==> config.mk <==
export PLATFORM = sky130hd
export DESIGN_NAME = dlx_hazard_ctrl
export DESIGN_NICKNAME = d
export VERILOG_FILES = /design/src/rtl/dlx_pkg.sv /design/src/rtl/dlx_fwd_match.sv /design/src/rtl/dlx_hazard_ctrl.sv
export SDC_FILE = /design/constraint.sdc
export NUM_CORES = 1
export LEC_CHECK = 0
export CAP_MARGIN = 20
export CORE_ASPECT_RATIO = 0.9
export CORE_MARGIN = 2
export CORE_UTILIZATION = 31
export CTS_CLUSTER_DIAMETER = 60
export DETAILED_ROUTE_END_ITERATION = 10
export MAX_ROUTING_LAYER = met4
export PLACE_DENSITY = 0.6
export SLEW_MARGIN = 15
export SYNTH_ARGS = -nofsm -noshare
export SYNTH_HDL_FRONTEND = slang
export SYNTH_SLANG_ARGS = --single-unit
==> constraint.sdc <==
create_clock -name clk -period 3.5 [get_ports clk]
set_clock_uncertainty 0.05 [all_clocks]
set_input_delay 0.35 -clock clk [delete_from_list [all_inputs] [get_ports clk]]
set_output_delay 0.35 -clock clk [all_outputs]
set_load 0.02 [all_outputs]
==> src/rtl/dlx_pkg.sv <==
// Shared types for the DLX hazard controller: pipeline stage entries and
// operand-forwarding selector codes.
package dlx_pkg;

    localparam int NREG_W = 5;

    typedef struct packed {
        logic              valid;
        logic [NREG_W-1:0] rd;
        logic              we;
        logic              load;
    } stage_entry_t;

    typedef enum logic [1:0] {
        FWD_REG = 2'd0,
        FWD_EX  = 2'd1,
        FWD_MEM = 2'd2,
        FWD_WB  = 2'd3
    } fwd_sel_e;

    // r0 is hard-wired zero, so an entry targeting it never produces a value.
    function automatic logic is_writing(stage_entry_t e);
        return e.valid && e.we && (e.rd != '0);
    endfunction

endpackage

==> src/rtl/dlx_fwd_match.sv <==
// Per-source operand match: selects the youngest in-flight producer of rs
// and flags a load in EX that the consumer cannot yet receive.
module dlx_fwd_match
    import dlx_pkg::*;
(
    input  logic [NREG_W-1:0] rs,
    input  logic              used,
    input  stage_entry_t      ex_e,
    input  stage_entry_t      mem_e,
    input  stage_entry_t      wb_e,
    output fwd_sel_e          sel,
    output logic              load_hit
);

    logic src_ok;
    logic hit_ex;
    logic hit_mem;
    logic hit_wb;
    logic unused_load;

    assign src_ok  = used && (rs != '0);
    assign hit_ex  = src_ok && is_writing(ex_e)  && (ex_e.rd  == rs);
    assign hit_mem = src_ok && is_writing(mem_e) && (mem_e.rd == rs);
    assign hit_wb  = src_ok && is_writing(wb_e)  && (wb_e.rd  == rs);

    // Load results exist only from MEM onward; MEM and WB loads forward normally.
    assign unused_load = mem_e.load ^ wb_e.load;

    always_comb begin
        sel = FWD_REG;
        if (hit_ex) begin
            sel = FWD_EX;
        end else if (hit_mem) begin
            sel = FWD_MEM;
        end else if (hit_wb) begin
            sel = FWD_WB;
        end
    end

    assign load_hit = hit_ex && ex_e.load;

endmodule

==> src/rtl/dlx_hazard_ctrl.sv <==
// DLX pipeline hazard controller: tracks EX/MEM/WB destinations, stalls on
// load-use, selects bypass sources and drives the register-file write port.
module dlx_hazard_ctrl
    import dlx_pkg::*;
#(
    parameter int CNT_W = 16
) (
    input  logic              clk,
    input  logic              reset,
    input  logic              id_valid,
    input  logic [NREG_W-1:0] id_rs1,
    input  logic [NREG_W-1:0] id_rs2,
    input  logic              id_use1,
    input  logic              id_use2,
    input  logic [NREG_W-1:0] id_rd,
    input  logic              id_we,
    input  logic              id_load,
    input  logic              flush,
    output logic              stall,
    output logic [1:0]        fwd1,
    output logic [1:0]        fwd2,
    output logic              wb_en,
    output logic [NREG_W-1:0] wb_rd,
    output logic [CNT_W-1:0]  stall_cnt
);

    stage_entry_t ex_e;
    stage_entry_t mem_e;
    stage_entry_t wb_e;
    stage_entry_t ex_next;
    fwd_sel_e     sel1;
    fwd_sel_e     sel2;
    logic         load_hit1;
    logic         load_hit2;

    dlx_fwd_match u_match1 (
        .rs       (id_rs1),
        .used     (id_valid && id_use1),
        .ex_e     (ex_e),
        .mem_e    (mem_e),
        .wb_e     (wb_e),
        .sel      (sel1),
        .load_hit (load_hit1)
    );

    dlx_fwd_match u_match2 (
        .rs       (id_rs2),
        .used     (id_valid && id_use2),
        .ex_e     (ex_e),
        .mem_e    (mem_e),
        .wb_e     (wb_e),
        .sel      (sel2),
        .load_hit (load_hit2)
    );

    assign stall = load_hit1 || load_hit2;
    assign fwd1  = sel1;
    assign fwd2  = sel2;
    assign wb_en = is_writing(wb_e);
    assign wb_rd = wb_e.rd;

    // Bubbles are fully zeroed so an empty WB slot presents rd=0.
    always_comb begin
        ex_next = '0;
        if (id_valid && !stall && !flush) begin
            ex_next.valid = 1'b1;
            ex_next.rd    = id_rd;
            ex_next.we    = id_we;
            ex_next.load  = id_load;
        end
    end

    always_ff @(posedge clk) begin
        if (reset) begin
            ex_e      <= '0;
            mem_e     <= '0;
            wb_e      <= '0;
            stall_cnt <= '0;
        end else begin
            ex_e  <= ex_next;
            mem_e <= ex_e;
            wb_e  <= mem_e;
            if (stall && (stall_cnt != {CNT_W{1'b1}})) begin
                stall_cnt <= stall_cnt + 1'b1;
            end
        end
    end

endmodule

==> metrics.yaml, run 1 <==
synth:
  synth_area_leaders: "dfxtp_1 38%, xnor2_1 9.7%, nor2b_1 5.0%, xor2_1 4.4%, nor2_1 3.0%"
  synthXorXnorAreaFrac_pct: 14.1
  yosys_warnings: 0
  synth_area_per_cell_um2: 9.19
  synthMuxAreaShare_pct: 2.77
  async_flop_share_pct: 0
  yosys.area.top_type: "dfxtp_1"
  synth-seq-cells: 38
  yosysMostFrequentCell: "dfxtp_1"
  synth-compound-area-share_pct: 10.9
  synthAdderAreaFrac_pct: 0.630
  ys_seq_area_share_pct: 38.3
  synth_commonest_cells: "38 x dfxtp_1, 22 x xnor2_1, 16 x nor2_1, 16 x nor2b_1, 11 x nand3_1"
  synthFlopType: "dfxtp_1"
  netlist_area_um2: 1990
  synth_edf_count: 0
  yosysUniqueCellTypes: 38
  synthesis.nets: 240
  synth_top_family_by_area: "simple AND/OR/NAND/NOR gates"
  synth_top_area_share_pct: 38.3
  synthCells: 216
  synthSimpleGateAreaFrac_pct: 29.5
clocking:
  root_buffer: "clkbuf_8"
  htreeDepth: 2
  postCtsSetupBuffers: 0
  cts_resized: 0
  ctsHoldBuffers: 0
  cts_tree: "yes"
  cts_buffer_depth: 2
  cts_made_buffers: 5
  clk_pin_slew_worst_paths_ns: 0.08
  clkLatencyLatePin_ns: 0.29
  cts_sinks: 38
detailed_routing:
  routed_wl_um: 4690
  num_vias: 1682
  route.detailed.drc: 0
  via_per_inst: 4.79
  wire_per_inst_um: 13.4
  drt_iter0_drc: 113
  ant_nets: 0
  first_pass_iters: 4
pwr:
  peakVddDrop_mv: 0.137
  fin_total_pwr_mw: 0.898
  pwr_density_cell_nw_per_um2: 339
  p_leak_nw: 0.901
worst_setup_path:
  path_class: "in -> out"
  r2r_cells: 6
  cp-end-kind: "output pin"
  arrival_ns: 2.71
  timing.rr.start: "ex_e[2]"
  r2r_end: "stall_cnt[15]"
  critical_path.startpoint_type: "input pin"
  worst-r2r-setup-slack_ns: 1.12
  crit_required_ns: 3.10
  critPathMaxFanout: 4
placement:
  routabilityCongestion: 0.855
  place_area_um2: 2530
  dp_hpwl_um: 3560
  portBuffers: 49
finish:
  syn_to_final_growth_pct: 33.3
  drive_gt1_share_pct: 9.47
  design_area_um2: 2650
  final_nets: 287
  num_antenna_cells: 0
  fillCellCount: 631
min_path:
  whs_path_depth: 1
  hp-start: "ex_e[7]"
  whs_endpoint: "mem_e[7]"
  hold_class: "reg -> reg"
grt:
  grt_max_degree: 36
  grt_pass1_wl_um: 7780
  grt_pass1_vias: 1528
  grt-ovfl-total: 0
  antenna_found_initial: 0
  track_usage_pct: 14.8
sta:
  setup_viol: 0
  fmax_mhz: 322
  slew_violations: 0
  period_share_pct: 88.8
  tightest_slew_ns: 0.463
  finalHoldViolations: 0
  setup_tns_ns: 0
  rsz0062_at_grt: "false"
  fin_hold_ws_ns: 0.427
  slew_headroom_pct: 68.9
  layout_min_cycle_time_ns: 3.11
die:
  die_x_um: 88.4
  initial_utilization_pct: 32.3
  num_rows: 27
  die_h_um: 79.9
  io_pins: 50
  core_area_um2: 6150
  die_area_um2: 7060
flow_run:
  drv_cap: 0
outcome:
  status: "finished, final reports clean"
per-stage QoR:
stage	instances	utilization (%)	worst slack [ns]
global route	351	43.0	0.260
finish	351	43.0	0.391
global placement	343	41.2	0.444
CTS	351	43.0	0.386
floorplan	216	-	1.40
detailed placement	343	41.2	0.416
logic make-up (layout without fill, tap and decap cells):
| family | count (synthesis) | in the layout |
|---|---|---|
| compound gates | 29 | 29 |
| xor+xnor | 32 | 32 |
| fa+ha+maj | 1 | 1 |
| buf+inv | 14 | 62 |
| flops | 38 | 38 |
| mux | 5 | 5 |
| simple gates | 97 | 97 |
routing by layer:
metal | global-route usage [%] | up-vias | wire (µm)
li1 | - | 856 | -
met1 | 20.4 | 779 | 2350
met2 | 21.3 | 43 | 2070
met3 | 3.31 | 4 | 203
met4 | 5.00 | 0 | 69
met5 | - | - | 0
layout by cell type (no fill, tap or decap), types with 4 or more instances in the layout:
master	synthesis	layout
nor4_1	7	7
or4_1	5	5
nor2b_1	16	16
clkbuf_8	0	5
xor2_1	10	10
nand2_1	9	9
a21oi_1	9	9
nor3_1	5	5
o21ai_0	6	6
inv_1	4	4
and2_1	7	7
dfxtp_1	38	38
o211ai_2	4	4
or3_1	6	6
nand4_1	6	6
nor2_1	16	16
xnor2_1	22	22
clkdlybuf4s50_1	0	49
nand3_1	11	11
final cells by class:
type | instances | area [µm²] | share of cell area [%]
Clock buffer | 5 | 68.8 | 2.60
Clock inverter | 3 | 45.0 | 1.70
Inverter | 4 | 15.0 | 0.567
Multi-Input combinational cell | 164 | 1150 | 43.5
Sequential cell | 38 | 761 | 28.7
Tap cell | 87 | 109 | 4.11
Timing Repair Buffer | 50 | 498 | 18.8
critical path, stage by stage:
cell and delay, ns:
clkdlybuf4s50_1 0.50, or4_1 0.56, o211ai_2 0.27, nor4_1 0.13, nor3_1 0.15, or2_2 0.14
clkdlybuf4s50_1 0.60
sequential cells by signal (all words and copies together), names as in the netlist:
name,flops
stall_cnt,16
ex_e,8
mem_e,7
wb_rd,5
wb_e,2
power breakdown:
group / switching (mW) / internal, mW
Clock: 0.163 / 0.212
Sequential: 0.00605 / 0.437
Combinational: 0.0353 / 0.0447
Total: 0.205 / 0.693
worst max path at each step:
| stage | start | to | cells past startpoint |
|---|---|---|---|
| 2_1_floorplan | id_rs2[0] | stall_cnt[13] | 7 |
| 3_3_place_gp | id_rs2[0] | fwd2[0] | 7 |
| 3_5_place_dp | id_rs2[3] | fwd2[0] | 7 |
| 4_1_cts | id_rs2[3] | fwd2[0] | 7 |
| 5_1_grt | id_rs2[0] | fwd2[0] | 7 |
| 6_report | id_rs2[3] | fwd2[0] | 7 |
Note: power is estimated with default switching activity, not from simulation.
==> inputs of run 2 (changes only) <==
- CORE_UTILIZATION: 31 -> 43
- PLACE_DENSITY: 0.6 -> 0.76
==> metrics.yaml, run 2 (same netlist as run 1, synthesis figures left out) <==
sta:
  setup_ws_ns: 0.396  # +0.00555 ns
  setup_viol: 0  # unchanged
  slew_violations: 0  # unchanged
  slew_headroom_pct: 49.7  # -19 points
  fmax_mhz: 322  # +0.18%
  rsz0062_at_grt: "false"
  tightest_slew_ns: 0.752  # +0.289 ns
  layout_min_cycle_time_ns: 3.10  # -0.00555 ns
  setup_tns_ns: 0  # unchanged
  finalHoldViolations: 0  # unchanged
  period_share_pct: 88.7  # -0.16 points
pwr:
  peakVddDrop_mv: 0.243  # +78%
  pwr_density_cell_nw_per_um2: 342  # +0.88%
  p_leak_nw: 0.909  # +0.84%
  fin_total_pwr_mw: 0.894  # -0.50%
clocking:
  cts_made_buffers: 5  # unchanged
  htreeDepth: 2  # unchanged
  clkLatencyLatePin_ns: 0.29  # about the same
  postCtsSetupBuffers: 0  # unchanged
  clk_pin_slew_worst_paths_ns: 0.08  # about the same
  root_buffer: "clkbuf_8"
  cts_buffer_depth: 2  # unchanged
  cts_sinks: 38  # unchanged
  cts_tree: "yes"
  ctsHoldBuffers: 0  # unchanged
  cts_resized: 0  # unchanged
worst_setup_path:
  critical_path.startpoint_type: "input pin"
  cp-end-kind: "output pin"
  worst-r2r-setup-slack_ns: 1.13  # about the same
  critPathMaxFanout: 4  # unchanged
  arrival_ns: 2.70  # about the same
  crit_required_ns: 3.10  # about the same
  path_class: "in -> out"
  r2r_cells: 6  # unchanged
finish:
  largest_reg_flops: 16  # unchanged
  drive_gt1_share_pct: 9.47  # unchanged
  syn_to_final_growth_pct: 31.4
  fillCellCount: 399  # -37%
  reg_top3: "stall_cnt (16), ex_e (8), mem_e (7)"
  layout_commonest_cell: "clkdlybuf4s50_1"
  num_antenna_cells: 0  # unchanged
  final_nets: 287  # unchanged
  layout_common_cells: "49 x clkdlybuf4s50_1, 38 x dfxtp_1, 22 x xnor2_1"
  largest_register: "stall_cnt"
  final-instance-count-excl-fill: 326  # -7.1%
detailed_routing:
  drt_iter0_drc: 104  # -8.0%
  via_per_inst: 5.21  # +8.8%
  route.detailed.drc: 0  # unchanged
  first_pass_iters: 4  # unchanged
  wire_per_inst_um: 13.9  # +3.9%
  routed_wl_um: 4530  # -3.5%
  ant_nets: 0  # unchanged
  num_vias: 1699  # +1.0%
min_path:
  whs_path_depth: 1  # unchanged
  hold_class: "reg -> reg"
die:
  num_rows: 23  # -15%
  initial_utilization_pct: 44.5  # +12 points
  die_x_um: 75.6  # -14%
  die_area_um2: 5180  # -27%
  core_area_um2: 4460  # -27%
  io_pins: 50  # unchanged
  die_h_um: 68.5  # -14%
outcome:
  status: "finished, final reports clean"
placement:
  portBuffers: 49  # unchanged
  dp_hpwl_um: 3550  # -0.18%
  dpl.cell_count: 318  # -7.3%
  routabilityCongestion: 0.929  # +8.5%
  pre_cts_ws_ns: 0.407  # -0.00937 ns
grt:
  track_usage_pct: 20.2  # +5.4 points
  grt_pass1_wl_um: 7550  # -2.9%
  grt-ovfl-total: 0  # unchanged
  grt_max_degree: 21  # -42%
  grt_pass1_vias: 1576  # +3.1%
  antenna_found_initial: 0  # unchanged
flow_run:
  drv_cap: 0  # unchanged
-- run 2: changes by cell type in the layout (fill, tap and decap cells not counted), sizes merged --
cell | previous run | this run
clkinv | 0 | 2
clkinvlp | 2 | 0
-- run 2: cell type report --
class	count	area (µm²)	share of cell area, %
clock buffer	5	68.8	2.64
clock inverter	3	40.0	1.53
inverter	4	15.0	0.575
multi-input combinational	164	1150	44.1
sequential	38	761	29.1
tap	62	77.6	2.97
timing repair buffer	50	498	19.1
-- run 2: stage by stage --
step                hold WS [ns]  instance area, µm²  utilization [%]
finish                     0.426                2610             58.5
global route               0.448                2610             58.5
CTS                        0.430                2610             58.5
detailed placement         0.425                2500             56.1
global placement           0.418                2500             56.1
floorplan                  0.388                1990                -
-- run 2: critical path, cell delays in order --
cell             delay [ns]
clkdlybuf4s50_1        0.51
or4_1                  0.56
o211ai_2               0.28
nor4_1                 0.12
nor3_1                 0.14
or2_2                  0.15
clkdlybuf4s50_1        0.60
-- run 2: final timing paths --
path / startpoint / endpoint
min reg2reg: ex_e[1] / mem_e[1]
max reg2reg: ex_e[2] / stall_cnt[13]
max: id_rs2[3] / fwd2[0]
min: ex_e[1] / mem_e[1]
-- run 2: power by group --
group	internal, mW	switching, mW	leakage, nW
Combinational	0.0447	0.0358	0.544
Clock	0.210	0.161	0.0579
Sequential	0.437	0.00608	0.307
-- run 2: metal layers --
layer / vias to the layer above / global-route usage [%] / wire length, µm / share of wire [%]
met3: 5 / 3.09 / 246 / 5.4
met5: - / - / 0 / 0
met1: 794 / 27.8 / 2170 / 48
met4: 0 / 8.55 / 70 / 1.5
li1: 854 / - / - / -
met2: 46 / 29.2 / 2040 / 45
==> inputs of run 3 (changes only) <==
- MAX_ROUTING_LAYER: met4 -> not set
==> metrics.yaml, run 3 (same netlist as run 1, synthesis figures left out) <==
grt:
  grt-busiest-layer: "met1"
  use_met1_pct: 28.0  # +0.19 points
  track_usage_pct: 19.3  # -0.90 points
  antenna_found_initial: 0  # unchanged
  grt_pass1_vias: 1509  # -4.3%
  grtUsageMet3_pct: 3.98  # +0.88 points
  grt_util_met2_pct: 27.9  # -1.3 points
  grt_max_degree: 22  # +4.8%
  grt-ovfl-total: 0  # unchanged
  grt_pass1_wl_um: 7380  # -2.3%
flow_run:
  drv_cap: 0  # unchanged
finish:
  layout_common_cells: "49 x clkdlybuf4s50_1, 38 x dfxtp_1, 22 x xnor2_1"
  largest_register: "stall_cnt"
  syn_to_final_growth_pct: 32.9
  layout_commonest_cell: "clkdlybuf4s50_1"
  drive_gt1_share_pct: 9.47  # unchanged
  final_nets: 287  # unchanged
  post-route-util_pct: 59.2  # +0.65 points
  reg_top3: "stall_cnt (16), ex_e (8), mem_e (7)"
  largest_reg_flops: 16  # unchanged
  num_antenna_cells: 0  # unchanged
clocking:
  cts_resized: 0  # unchanged
  clkLatencyLatePin_ns: 0.30  # about the same
  cts_tree: "yes"
  ctsHoldBuffers: 0  # unchanged
  postCtsSetupBuffers: 0  # unchanged
  cts_made_buffers: 5  # unchanged
  clk_pin_slew_worst_paths_ns: 0.08  # about the same
  cts_buffer_depth: 2  # unchanged
  root_buffer: "clkbuf_8"
  cts_sinks: 38  # unchanged
  htreeDepth: 2  # unchanged
pwr:
  p_leak_nw: 0.919  # +1.1%
  pwr_density_cell_nw_per_um2: 369  # +7.8%
  peakVddDrop_mv: 0.228  # -6.3%
sta:
  slew_violations: 0  # unchanged
  layout_min_cycle_time_ns: 3.10  # -0.00496 ns
  fmax_mhz: 323  # +0.16%
  tightest_slew_ns: 0.793  # +0.0407 ns
  setup_tns_ns: 0  # unchanged
  rsz0062_at_grt: "false"
  setup_viol: 0  # unchanged
  period_share_pct: 88.5  # -0.14 points
  slew_headroom_pct: 47.0  # -2.7 points
  finalHoldViolations: 0  # unchanged
placement:
  dp_hpwl_um: 3450  # -3.0%
  portBuffers: 49  # unchanged
  routabilityCongestion: 0.875  # -5.7%
worst_setup_path:
  crit_buf_inv: 2  # unchanged
  arrival_ns: 2.70  # about the same
  critPathMaxFanout: 4  # unchanged
  worst-r2r-setup-slack_ns: 1.17  # +0.04 ns
  critical_path.startpoint_type: "input pin"
  crit_path_max_incr_delay_ns: 0.60  # about the same
  cp-end-kind: "output pin"
  cpMostUsedCell: "clkdlybuf4s50_1"
  path_class: "in -> out"
  crit_chain: "clkdlybuf4s50_1, or4_1, o211ai_2, nor4_1, nor3_1, or2_2, clkdlybuf4s50_1"
  crit_start: "id_rs2[0]"
  cp.depth: 7  # unchanged
  cp_top_family: "buffers and inverters"
  timing.rr.start: "ex_e[2]"
  r2r_end: "stall_cnt[13]"
  cp-endpoint: "fwd2[0]"
  r2r_cells: 6  # unchanged
  timing.critical_path.slowest_stage_cell: "clkdlybuf4s50_1"
  crit_required_ns: 3.10  # about the same
detailed_routing:
  wire_per_inst_um: 14.0  # +0.73%
  ant_nets: 0  # unchanged
  via_per_inst: 5.21  # about the same
  routed_wl_um: 4560  # +0.73%
  num_vias: 1700  # +0.059%
  first_pass_iters: 4  # unchanged
  drt_iter0_drc: 113  # +8.7%
  route.detailed.drc: 0  # unchanged
min_path:
  hold_class: "reg -> reg"
die:
  die_h_um: 68.5  # unchanged
  die_x_um: 75.6  # unchanged
  io_pins: 50  # unchanged
  num_rows: 23  # unchanged
  die_area_um2: 5180  # unchanged
  initial_utilization_pct: 44.5  # unchanged
  core_area_um2: 4460  # unchanged
outcome:
  status: "finished, final reports clean"
run 3: worst register-to-register path, delay by kind of cell, from the launching register on:
family | cells | cell delay, ns
AO/OA/AOI/OAI | 2 | 0.71
flip-flops | 1 | 0.36
multiplexers | 1 | 0.32
AND/OR/NAND/NOR | 3 | 0.79
run 3: stage by stage:
stage	setup WS, ns	total power [mW]	std cells	hold WS (ns)	instance area, µm²
after global placement	0.441	0.532	318	0.418	2500
after CTS	0.397	0.982	326	0.429	2640
after floorplan	1.40	0.492	216	0.388	1990
after detailed placement	0.402	0.533	318	0.420	2500
final	0.401	0.974	326	0.428	2640
after global routing	0.290	1.01	326	0.436	2640
run 3: final cells by class:
type | count | area, µm²
clock buffer | 5 | 68.8
clock inverter | 3 | 68.8
fill | 397 | 1820
inverter | 4 | 15.0
multi-input combinational | 164 | 1150
sequential | 38 | 761
tap | 62 | 77.6
timing repair buffer | 50 | 498
run 3: report_power, final:
part / switching (mW) / internal [mW]
Sequential: 0.00626 / 0.437
Clock: 0.165 / 0.286
Combinational: 0.0352 / 0.0447
Total: 0.207 / 0.767
run 3: per-layer routing:
| layer | vias to the layer above | share of wire [%] |
|---|---|---|
| li1 | 854 | - |
| met1 | 793 | 50 |
| met2 | 46 | 44 |
| met3 | 7 | 4.0 |
| met4 | 0 | 1.3 |
| met5 | - | 0 |
run 3: how the worst min path moves through the flow:
stage / start / end / slack, ns / cells after the start
4_1_cts: ex_e[7] / mem_e[7] / 0.43 / 1
3_3_place_gp: ex_e[7] / mem_e[7] / 0.42 / 1
6_report: ex_e[7] / mem_e[7] / 0.43 / 1
3_5_place_dp: ex_e[7] / mem_e[7] / 0.42 / 1
2_1_floorplan: mem_e[7] / wb_e[7] / 0.39 / 1
5_1_grt: ex_e[7] / mem_e[7] / 0.44 / 1
